--- config.mk ---
export PLATFORM = sky130hd
export DESIGN_NAME = spi_sclkgen
export DESIGN_NICKNAME = d
export VERILOG_FILES = /design/src/rtl/spi_pkg.sv /design/src/rtl/spi_divtick.sv /design/src/rtl/spi_sclkgen.sv
export SDC_FILE = /design/constraint.sdc
export NUM_CORES = 1
export LEC_CHECK = 0
export ABC_AREA = 1
export CORE_MARGIN = 3
export CORE_UTILIZATION = 52
export CTS_BUF_LIST = sky130_fd_sc_hd__clkbuf_4 sky130_fd_sc_hd__clkbuf_8
export DETAILED_ROUTE_END_ITERATION = 8
export GPL_TIMING_DRIVEN = 0
export HOLD_SLACK_MARGIN = 0.03
export PLACE_DENSITY = 0.79
export SLEW_MARGIN = 20
export SYNTH_ARGS = -nofsm -noshare
export SYNTH_HDL_FRONTEND = slang
export SYNTH_SLANG_ARGS = --single-unit
--- constraint.sdc ---
create_clock -name clk -period 1.9 [get_ports clk]
set_input_delay 0.38 -clock clk [delete_from_list [all_inputs] [get_ports clk]]
set_output_delay 0.38 -clock clk [all_outputs]
set_load 0.005 [all_outputs]
--- src/rtl/spi_pkg.sv ---
// Shared definitions for the SPI master: FSM encoding, lane modes, default widths.
package spi_pkg;

  localparam int unsigned DEF_DIV_W = 8;
  localparam int unsigned DEF_CNT_W = 8;
  localparam int unsigned DEF_CSW   = 4;

  typedef enum logic [2:0] {
    ST_IDLE = 3'd0,
    ST_LOAD = 3'd1,
    ST_CSSU = 3'd2,
    ST_RUN  = 3'd3,
    ST_CSHD = 3'd4,
    ST_FIN  = 3'd5
  } sclk_state_e;

  typedef enum logic [1:0] {
    LANE_SINGLE_M0 = 2'd0,
    LANE_SINGLE_M1 = 2'd1,
    LANE_DUAL      = 2'd2,
    LANE_QUAD      = 2'd3
  } lane_mode_e;

endpackage

--- src/rtl/spi_divtick.sv ---
// SCLK half-period divider: down-counter emitting a one-cycle tick every div+1 enabled cycles.
module spi_divtick import spi_pkg::*; #(
  parameter int unsigned DIV_W = DEF_DIV_W
) (
  input  logic             clk,
  input  logic             rst,
  input  logic             en,
  input  logic [DIV_W-1:0] div,
  output logic             tick
);

  logic [DIV_W-1:0] cnt_q, cnt_d;

  // Held at the reload value while disabled so the first tick lands div+1 cycles into RUN.
  always_comb begin
    cnt_d = cnt_q;
    tick  = 1'b0;
    if (!en) begin
      cnt_d = div;
    end else if (cnt_q == '0) begin
      tick  = 1'b1;
      cnt_d = div;
    end else begin
      cnt_d = cnt_q - DIV_W'(1);
    end
  end

  always_ff @(posedge clk) begin
    if (!rst) cnt_q <= '0;
    else      cnt_q <= cnt_d;
  end

endmodule

--- src/rtl/spi_sclkgen.sv ---
// SPI master timing: frames CS, generates SCLK and the shift-stage strobes.
// Optional SPI_SCLKGEN_KEEPCS_EN adds keep_cs to hold CS across transactions.
module spi_sclkgen import spi_pkg::*; #(
  parameter int unsigned DIV_W = DEF_DIV_W,
  parameter int unsigned CNT_W = DEF_CNT_W,
  parameter int unsigned CSW   = DEF_CSW
) (
  input  logic             clk,
  input  logic             rst,
  input  logic             start,
`ifdef SPI_SCLKGEN_KEEPCS_EN
  input  logic             keep_cs,
`endif
  input  logic [DIV_W-1:0] clk_div,
  input  logic             cpol,
  input  logic             cpha,
  input  logic             dtr_en,
  input  logic [CNT_W-1:0] num_cycles,
  input  logic [CSW-1:0]   cs_setup,
  input  logic [CSW-1:0]   cs_hold,
  output logic             sclk,
  output logic             ss_n,
  output logic             sclk_en,
  output logic             setup_rst,
  output logic             loadtxdata_en,
  output logic             latchout_en,
  output logic             latchout_dtr_en,
  output logic             latchin_en,
  output logic             busy,
  output logic             done
);

  sclk_state_e state_q, state_d;

  logic [DIV_W-1:0] div_q, div_d;
  logic [CNT_W-1:0] num_q, num_d;
  logic [CSW-1:0]   su_q, su_d, hd_q, hd_d, cnt_q, cnt_d;
  logic [CNT_W:0]   edge_q, edge_d, edge_n;
  logic [CSW:0]     cnt_inc;
  logic cpol_q, cpol_d, cpha_q, cpha_d, dtr_q, dtr_d;
  logic keep_q, keep_d, held_q, held_d, first_q, first_d;
  logic sclk_q, sclk_d, ss_n_q, ss_n_d, sclk_en_q, sclk_en_d;
  logic setup_rst_q, setup_rst_d, loadtx_q, loadtx_d;
  logic busy_q, busy_d, done_q, done_d;
  logic tick, lead, last_edge, leave_run, keep_in;

`ifdef SPI_SCLKGEN_KEEPCS_EN
  assign keep_in = keep_cs;
`else
  assign keep_in = 1'b0;
`endif

  spi_divtick #(.DIV_W(DIV_W)) u_divtick (
    .clk  (clk),
    .rst  (rst),
    .en   (state_q == ST_RUN),
    .div  (div_q),
    .tick (tick)
  );

  always_comb begin
    state_d     = state_q;
    div_d       = div_q;
    num_d       = num_q;
    su_d        = su_q;
    hd_d        = hd_q;
    cnt_d       = cnt_q;
    edge_d      = edge_q;
    cpol_d      = cpol_q;
    cpha_d      = cpha_q;
    dtr_d       = dtr_q;
    keep_d      = keep_q;
    held_d      = held_q;
    first_d     = first_q;
    sclk_d      = sclk_q;
    ss_n_d      = ss_n_q;
    sclk_en_d   = sclk_en_q;
    setup_rst_d = 1'b0;
    loadtx_d    = 1'b0;
    done_d      = 1'b0;
    latchout_en     = 1'b0;
    latchout_dtr_en = 1'b0;
    latchin_en      = 1'b0;
    leave_run   = 1'b0;
    edge_n      = edge_q + (CNT_W+1)'(1);
    lead        = edge_n[0];
    last_edge   = (edge_n == {num_q, 1'b0});
    cnt_inc     = {1'b0, cnt_q} + (CSW+1)'(1);

    case (state_q)
      ST_IDLE: begin
        sclk_d = cpol;
        if (start && !done_q) begin
          state_d     = ST_LOAD;
          div_d       = clk_div;
          num_d       = num_cycles;
          su_d        = cs_setup;
          hd_d        = cs_hold;
          cpol_d      = cpol;
          cpha_d      = cpha;
          dtr_d       = dtr_en;
          keep_d      = keep_in;
          setup_rst_d = 1'b1;
          loadtx_d    = 1'b1;
        end
      end
      ST_LOAD: begin
        ss_n_d = 1'b0;
        cnt_d  = '0;
        if (held_q) begin
          state_d   = ST_RUN;
          sclk_en_d = 1'b1;
          edge_d    = '0;
          first_d   = 1'b1;
        end else begin
          state_d = ST_CSSU;
        end
      end
      ST_CSSU: begin
        if (cnt_inc >= {1'b0, su_q}) begin
          state_d   = ST_RUN;
          sclk_en_d = 1'b1;
          edge_d    = '0;
          first_d   = 1'b1;
        end else begin
          cnt_d = cnt_inc[CSW-1:0];
        end
      end
      ST_RUN: begin
        first_d = 1'b0;
        if (num_q == '0) begin
          leave_run = 1'b1;
        end else begin
          if (first_q && !cpha_q) latchout_en = 1'b1;
          if (tick) begin
            sclk_d = ~sclk_q;
            edge_d = edge_n;
            // Leading/trailing roles swap with cpha; DTR fills the edge the primary strobe skips.
            if (!cpha_q) begin
              if (lead) begin
                latchin_en      = 1'b1;
                latchout_dtr_en = dtr_q;
              end else begin
                latchin_en = dtr_q;
                if (!last_edge) latchout_en = 1'b1;
              end
            end else begin
              if (lead) begin
                latchout_en = 1'b1;
                latchin_en  = dtr_q;
              end else begin
                latchin_en      = 1'b1;
                latchout_dtr_en = dtr_q;
              end
            end
            leave_run = last_edge;
          end
        end
        if (leave_run) begin
          sclk_en_d = 1'b0;
          cnt_d     = '0;
          state_d   = keep_q ? ST_FIN : ST_CSHD;
        end
      end
      ST_CSHD: begin
        if (cnt_inc >= {1'b0, hd_q}) begin
          ss_n_d  = 1'b1;
          state_d = ST_FIN;
        end else begin
          cnt_d = cnt_inc[CSW-1:0];
        end
      end
      ST_FIN: begin
        state_d = ST_IDLE;
        done_d  = 1'b1;
        held_d  = keep_q;
      end
      default: state_d = ST_IDLE;
    endcase

    busy_d = (state_d != ST_IDLE);
  end

  always_ff @(posedge clk) begin
    if (!rst) begin
      state_q     <= ST_IDLE;
      div_q       <= '0;
      num_q       <= '0;
      su_q        <= '0;
      hd_q        <= '0;
      cnt_q       <= '0;
      edge_q      <= '0;
      cpol_q      <= 1'b0;
      cpha_q      <= 1'b0;
      dtr_q       <= 1'b0;
      keep_q      <= 1'b0;
      held_q      <= 1'b0;
      first_q     <= 1'b0;
      sclk_q      <= 1'b0;
      ss_n_q      <= 1'b1;
      sclk_en_q   <= 1'b0;
      setup_rst_q <= 1'b0;
      loadtx_q    <= 1'b0;
      busy_q      <= 1'b0;
      done_q      <= 1'b0;
    end else begin
      state_q     <= state_d;
      div_q       <= div_d;
      num_q       <= num_d;
      su_q        <= su_d;
      hd_q        <= hd_d;
      cnt_q       <= cnt_d;
      edge_q      <= edge_d;
      cpol_q      <= cpol_d;
      cpha_q      <= cpha_d;
      dtr_q       <= dtr_d;
      keep_q      <= keep_d;
      held_q      <= held_d;
      first_q     <= first_d;
      sclk_q      <= sclk_d;
      ss_n_q      <= ss_n_d;
      sclk_en_q   <= sclk_en_d;
      setup_rst_q <= setup_rst_d;
      loadtx_q    <= loadtx_d;
      busy_q      <= busy_d;
      done_q      <= done_d;
    end
  end

  assign sclk          = sclk_q;
  assign ss_n          = ss_n_q;
  assign sclk_en       = sclk_en_q;
  assign setup_rst     = setup_rst_q;
  assign loadtxdata_en = loadtx_q;
  assign busy          = busy_q;
  assign done          = done_q;

endmodule

## After elaboration in Yosys (flattened, before gate mapping)

Index checks and enable logic that the tools add are counted.

- Output and inout bits: 10
- Input bits: 30
- Flip-flop bits (word level): 57

- Reductions and logical operators: 20
- Equality and inequality tests: 13
- Add/sub/neg operators: 3
- Bitwise gates (word level): 2
- Magnitude comparators: 2
- Multiplexer cells: 51

Operators with widths:

| cell | count |
|---|---|
| 1-bit two-way mux | 32 |
| 9-bit two-way mux | 3 |
| 9-bit one-hot mux with 2 select lines | 1 |
| 8-bit logical NOT | 2 |
| 8-bit two-way mux | 2 |
| 4-bit one-hot mux with 4 select lines | 1 |
| 3-bit one-hot mux with 5 select lines | 1 |
| 2-bit != test (second input constant) | 7 |
| 3-bit two-way mux | 4 |
| 4-bit two-way mux | 3 |
| 5-bit by 4-bit >= comparator with 1-bit output | 2 |
| 9-bit by 1-bit adder with 9-bit output (second input constant) | 1 |
| 9-bit equality test | 1 |
| 1-bit one-hot mux with 2 select lines | 4 |
| 4-bit AND reduction | 2 |
| 8-bit by 1-bit subtractor with 8-bit output (second input constant) | 1 |
| 3-bit by 2-bit equality test with 1-bit output (second input constant) | 2 |
| 3-bit equality test (second input constant) | 2 |
| 2-bit AND reduction | 3 |
| 3-bit AND reduction | 2 |
| 3-bit nonzero test | 2 |
| 4-bit by 1-bit adder with 5-bit output (second input constant) | 1 |
| 5-bit AND reduction | 1 |
| 2-bit nonzero test | 2 |
| 6 further kinds | 9 |

## Depth between registers and ports, before layout

- Depth after elaboration: 9
- Gate-level depth with buffers: 15
- Depth with buffers taken out: 15

## Modules after synthesis

From an unflattened synthesis, not the netlist that was laid out.

- Cells, all modules: 470
- Area, all modules: 3,083.0 sq um

Modules (own cells, without submodules):

| module | times used | sequential area each (sq um) | area an instance (sq um) | cells an instance |
|---|---|---|---|---|
| spi_sclkgen | 1 | 980.9 | 2,546.2 | 380 |
| spi_divtick | 1 | 160.2 | 536.8 | 90 |

## Worst setup path before layout

OpenSTA, ideal clock, no wires.

- Kind: flip-flop to flip-flop
- Start: reg cnt_q[0]
- End: reg edge_q[8]
- Cell stages (with the launch flop): 11
- Buffers on the path: 1
- Required time: 1.781 ns
- Setup time: 0.119 ns
- Clock period less this slack: 2.070 ns
- Data arrival time: 1.951 ns
- Path slack: -0.170 ns
- Path through: dfxtp_1 -> ha_1 -> xor2_1 -> ha_1 -> a21boi_0 -> o21ai_0 -> a31oi_1 -> nand2_1 -> buf_2 -> o21ai_1 -> a21oi_1

- Longest elaborated chain between the ends: 4

Ends and longest elaborated chain:

| what | RTL line | RTL |
|---|---|---|
| start, declared | spi_sclkgen.sv:37 | `logic [CSW-1:0] su_q, su_d, hd_q, hd_d, cnt_q, cnt_d;` |
| start signal, assigned | spi_sclkgen.sv:212 | `cnt_q <= cnt_d;` |
| 4-bit by 1-bit adder with 5-bit output | spi_sclkgen.sv:88 | `cnt_inc = {1'b0, cnt_q} + (CSW+1)'(1);` |
| 5-bit by 4-bit >= comparator with 1-bit output | spi_sclkgen.sv:120 | `if (cnt_inc >= {1'b0, su_q}) begin` |
| 2-bit != test (no line) | -- |  |
| 5-bit AND reduction (no line) | -- |  |
| end signal, assigned | spi_sclkgen.sv:213 | `edge_q <= edge_d;` |
| end, declared | spi_sclkgen.sv:38 | `logic [CNT_W:0] edge_q, edge_d, edge_n;` |

Every way passes these cells.
A chain may end at the register's enable or synchronous reset.

## Worst setup path in the final report

- Start: reg edge_q[0]
- End: out latchout_en

- Longest elaborated chain between the ends: 8
- Elaborated cells on any way between the ends: 9

Ends and longest elaborated chain:

| what | RTL line | RTL |
|---|---|---|
| 9-bit by 1-bit adder with 9-bit output * | spi_sclkgen.sv:85 | `edge_n = edge_q + (CNT_W+1)'(1);` |
| 9-bit equality test | spi_sclkgen.sv:87 | `last_edge = (edge_n == {num_q, 1'b0});` |
| 1-bit two-way mux | spi_sclkgen.sv:145 | `if (!last_edge) latchout_en = 1'b1;` |
| 1-bit two-way mux | spi_sclkgen.sv:140 | `if (lead) begin` |
| 1-bit two-way mux * | spi_sclkgen.sv:139 | `if (!cpha_q) begin` |
| 1-bit two-way mux * | spi_sclkgen.sv:135 | `if (tick) begin` |
| 1-bit two-way mux * | spi_sclkgen.sv:131 | `if (num_q == '0) begin` |
| 1-bit two-way mux * | spi_sclkgen.sv:90 | `case (state_q)` |
| end, declared | spi_sclkgen.sv:26 | `output logic latchout_en,` |

Mark *: on every way between the ends. The rest lies on a longest branch, timed or not.

==> metrics.log <==
INFO  metric synth.most_common_cell = sky130_fd_sc_hd__inv_1
INFO  metric io_pins = 40
INFO  metric final_core_utilization = between 70% and 80%
INFO  metric post_drt_wl_per_cell = between 15 and 20 um
INFO  metric syn-mean-instance-area = approximately 7.1 um2
INFO  metric die_x = about 83 um
INFO  metric layout_min_cycle_time = 2.47 ns
INFO  metric post-synth-top-area-cell = sky130_fd_sc_hd__dfxtp_1
INFO  metric max_clock_freq = between 400 and 500 MHz
INFO  metric tritoncts_clock_tree = done
INFO  metric critPathMaxStageDelay = between 0.3 and 0.4 ns
INFO  metric yosys.cell_types.count = 35
INFO  metric numClockSinks = 57
INFO  metric grt_pass1_vias = ~3200
INFO  metric synth_seq_area_share = 37.1%
INFO  metric insertion_delay = approximately 0.34 ns
INFO  metric post_synth_most_frequent_cells = 61 x sky130_fd_sc_hd__inv_1, 60 x sky130_fd_sc_hd__nand2_1, 58 x sky130_fd_sc_hd__nor2_1
INFO  metric power_switching = 2000 uW
INFO  metric final.setup.worst_slack = -0.567 ns
INFO  metric whs = 0.361 ns
INFO  metric vdd_drop_max = approximately 650 uV
INFO  metric core_region_area = between 5000 and 6000 um2
INFO  metric slew_violations = 0
INFO  metric setup.worst_path.start_class = register
INFO  metric worstMarginPinSlew = around 0.7 ns
INFO  metric setup.worst_path.class = reg2out
INFO  metric synthFlopType = sky130_fd_sc_hd__dfxtp_1
INFO  metric max_slew_margin = between 50% and 60%
INFO  metric number_of_nets_produced_by_synthesis = 476
INFO  metric timing.final.hold_violations = 0
INFO  metric initial_utilization = approximately 55%
INFO  metric dr_total_vias = ~3300
INFO  metric initial_antenna_violation_count = 0
INFO  metric drc = 0
INFO  metric finClkSkew = approximately 0.007 ns
INFO  metric cellLeakagePower = roughly 0.0019 uW
INFO  metric synth.yosys.warnings = 0
INFO  metric mean_number_of_vias_per_cell = 5.55
INFO  metric crit_arrival = approximately 2.1 ns
INFO  metric global_route.overflow_total = 0
INFO  metric drv.max_cap_violation_count = 0
INFO  metric drtPass1Iterations = 5
INFO  metric dpl.hpwl = about 5.6 mm
INFO  metric netlist_area = just over 3000 um2
INFO  metric timing.critical_path.mode_cell = sky130_fd_sc_hd__nand2_1
INFO  metric finalWirelength = about 9.3 mm
INFO  metric floorplan.die.height = 82.9 um
INFO  metric synth.ff_latch_count = 57
INFO  metric crit_fanout = 8
INFO  metric pwr-share-comb = 45.1%
INFO  metric grt_max_degree = 11
INFO  metric cts_buffers = 9
INFO  metric outcome = finished, violations left
INFO  metric synthTopCellsByArea = sky130_fd_sc_hd__dfxtp_1 37%, sky130_fd_sc_hd__o21ai_0 8.0%, sky130_fd_sc_hd__inv_1 7.4%
INFO  metric intPower = between 3000 and 4000 uW
INFO  metric syn_inst = 435
INFO  metric final_min_period_over_clock_period = 130%
INFO  metric fp-row-count = 27
INFO  metric first_iter_violations = 190
INFO  metric post-route-cell-area = roughly 4300 um2
INFO  metric critPathRequiredTime = 1.52 ns
INFO  metric cts-hold-fix-buffers = 0
INFO  metric antenna_cells = 0
INFO  metric gp_weighted_congestion = 0.867
INFO  metric grt_first_pass_wirelength = between 10 and 15 mm
INFO  metric grt.total_usage = 25.6%
INFO  metric clock_tree.root_cell = sky130_fd_sc_hd__clkbuf_8
INFO  metric slowest_stage = sky130_fd_sc_hd__dfxtp_2
INFO  metric rsz_0062_raised_after_global_routing = yes
INFO  metric finalNetCount = about 550
INFO  metric setup_violations = 21
INFO  metric clock_tree.htree_level_count = 3
INFO  metric synth_enable_flop_cells = 0
INFO  metric place_area = approximately 3600 um2
INFO  metric drive_above_1_share = a little under 30%
INFO  metric crit_path_end_kind = output port
INFO  metric final.setup.tns = -3.62 ns
INFO  metric switching_share = roughly two fifths
INFO  metric seq_power_share = a little under a third
INFO  metric clkPwrFrac = 23.0%
INFO  metric cell_by_cell_listing_of_the_critical_path = buf_6 -> inv_2 -> nor2_8 -> nand3_2 -> nand2_2 -> nand3_1 -> nand2_2 -> nor2_4 -> nand2_1 -> nand2_1 -> nand2_1 -> nand2_1 -> a21oi_2 -> buf_2
INFO  metric min-delay-path-class = in2reg
INFO  metric p_per_area = ~1200 nW/um2
INFO  metric portBuffers = 38
INFO  metric route.antenna.remaining_nets = 0
INFO  metric clkTransAtPathRegs = 0.07 ns
INFO  metric synth_top_area_share = between 30 and 40%
INFO  metric failed_checks = setup timing
INFO  metric cts_max_path_buffers = 2
INFO  metric synth_to_final_area_change = 41.2%
INFO  metric share_of_async_settable_or_async_resettable_flops_after_synthesis = 0%
INFO  metric die-area = roughly 6900 um2
[area by class of cell]
class	count	area (um2)
fill	396	1260
sequential	57	1160
multi-input combinational	294	1930
clock buffer	11	145
buffer	17	118
inverter	67	255
clock inverter	5	55.1
timing repair buffer	64	589
tap	72	90.1
[power groups by stage]
stage	clock network (uW)	registers [uW]	logic (uW)
2_1_floorplan	0	1580	1160
3_3_place_gp	0	1610	1510
3_5_place_dp	0	1620	1580
4_1_cts	1170	1590	1890
5_1_grt	1220	1650	2530
6_report	1170	1630	2300
[kinds of logic (layout without fill, tap and decap cells)]
| group | Yosys count | after routing | share of synthesized area (%) |
|---|---|---|---|
| and+or+nand+nor | 178 | 178 | 28.5 |
| buffers and inverters | 84 | 164 | 11.5 |
| AOI/OAI and AO/OA | 98 | 98 | 16.4 |
| xor gates and xnor gates | 7 | 7 | 1.99 |
| adders and majority gates | 11 | 11 | 4.47 |
| DFF | 57 | 57 | 37.1 |
[stage by stage]
| step | power (uW) | worst slack (ns) | std cells |
|---|---|---|---|
| 2_1_floorplan | 2750 | -0.0799 | 435 |
| 3_3_place_gp | 3120 | -0.644 | 545 |
| 3_5_place_dp | 3200 | -0.653 | 545 |
| 4_1_cts | 4660 | -0.510 | 581 |
| 5_1_grt | 5410 | -0.684 | 587 |
| 6_report | 5100 | -0.567 | 587 |
[sequential cells by signal, summed over array words and instances, names as in the netlist]
signal           cells
div_q                8
first_q              1
state_q              3
su_q                 4
done                 1
num_q                8
sclk                 1
cnt_q                4
edge_q               9
busy                 1
hd_q                 4
dtr_q                1
loadtxdata_en        1
ss_n                 1
u_divtick.cnt_q      8
cpha_q               1
sclk_en              1
[final timing paths]
path / start / to / slack [ns] / depth (start not counted)
min reg2reg: u_divtick.cnt_q[0] / u_divtick.cnt_q[0] / 0.43 / 1
min: rst / cnt_q[1] / 0.36 / 3
max reg2reg: cnt_q[0] / edge_q[8] / -0.25 / 11
max: edge_q[0] / latchout_en / -0.57 / 14
[worst max-delay path: cells and delay by family, from the launching register on]
family,cells,cell delay [ns]
compound gates,1,0.17
buf+inv,3,0.35
flops,1,0.36
simple gates,10,0.85
[routing by layer]
layer  up-vias  share of wire, %  track usage (%)  wire (um)
li1       1559                 -                -          -
met1      1511                38             28.8       3500
met2       144                50             44.7       4680
met3        45               7.3             6.55        684
met4         0               4.8             12.6        452
met5         -                 0                0          0
[placed cells by master, fill, tap and decap left out, drive strengths merged, types with 2 or more instances in the layout]
cell type / instances
clkinv: 3
ha: 11
clkdlybuf4s50: 35
clkinvlp: 2
nor3: 2
inv: 66
nand2: 70
clkbuf: 23
dfxtp: 57
a21oi: 41
o21ai: 51
nor2: 67
nand3: 25
nor4: 2
nand4: 11
buf: 34
a31oi: 3
a211oi: 2
xor2: 6
[repair_timing]
action                     CTS  global route
buffers inserted            20             8
resized for setup           62            47
cloned                       0             1
pin swaps                   22            24
setup endpoints to repair   47            37
(Power assumes the default switching activity.)
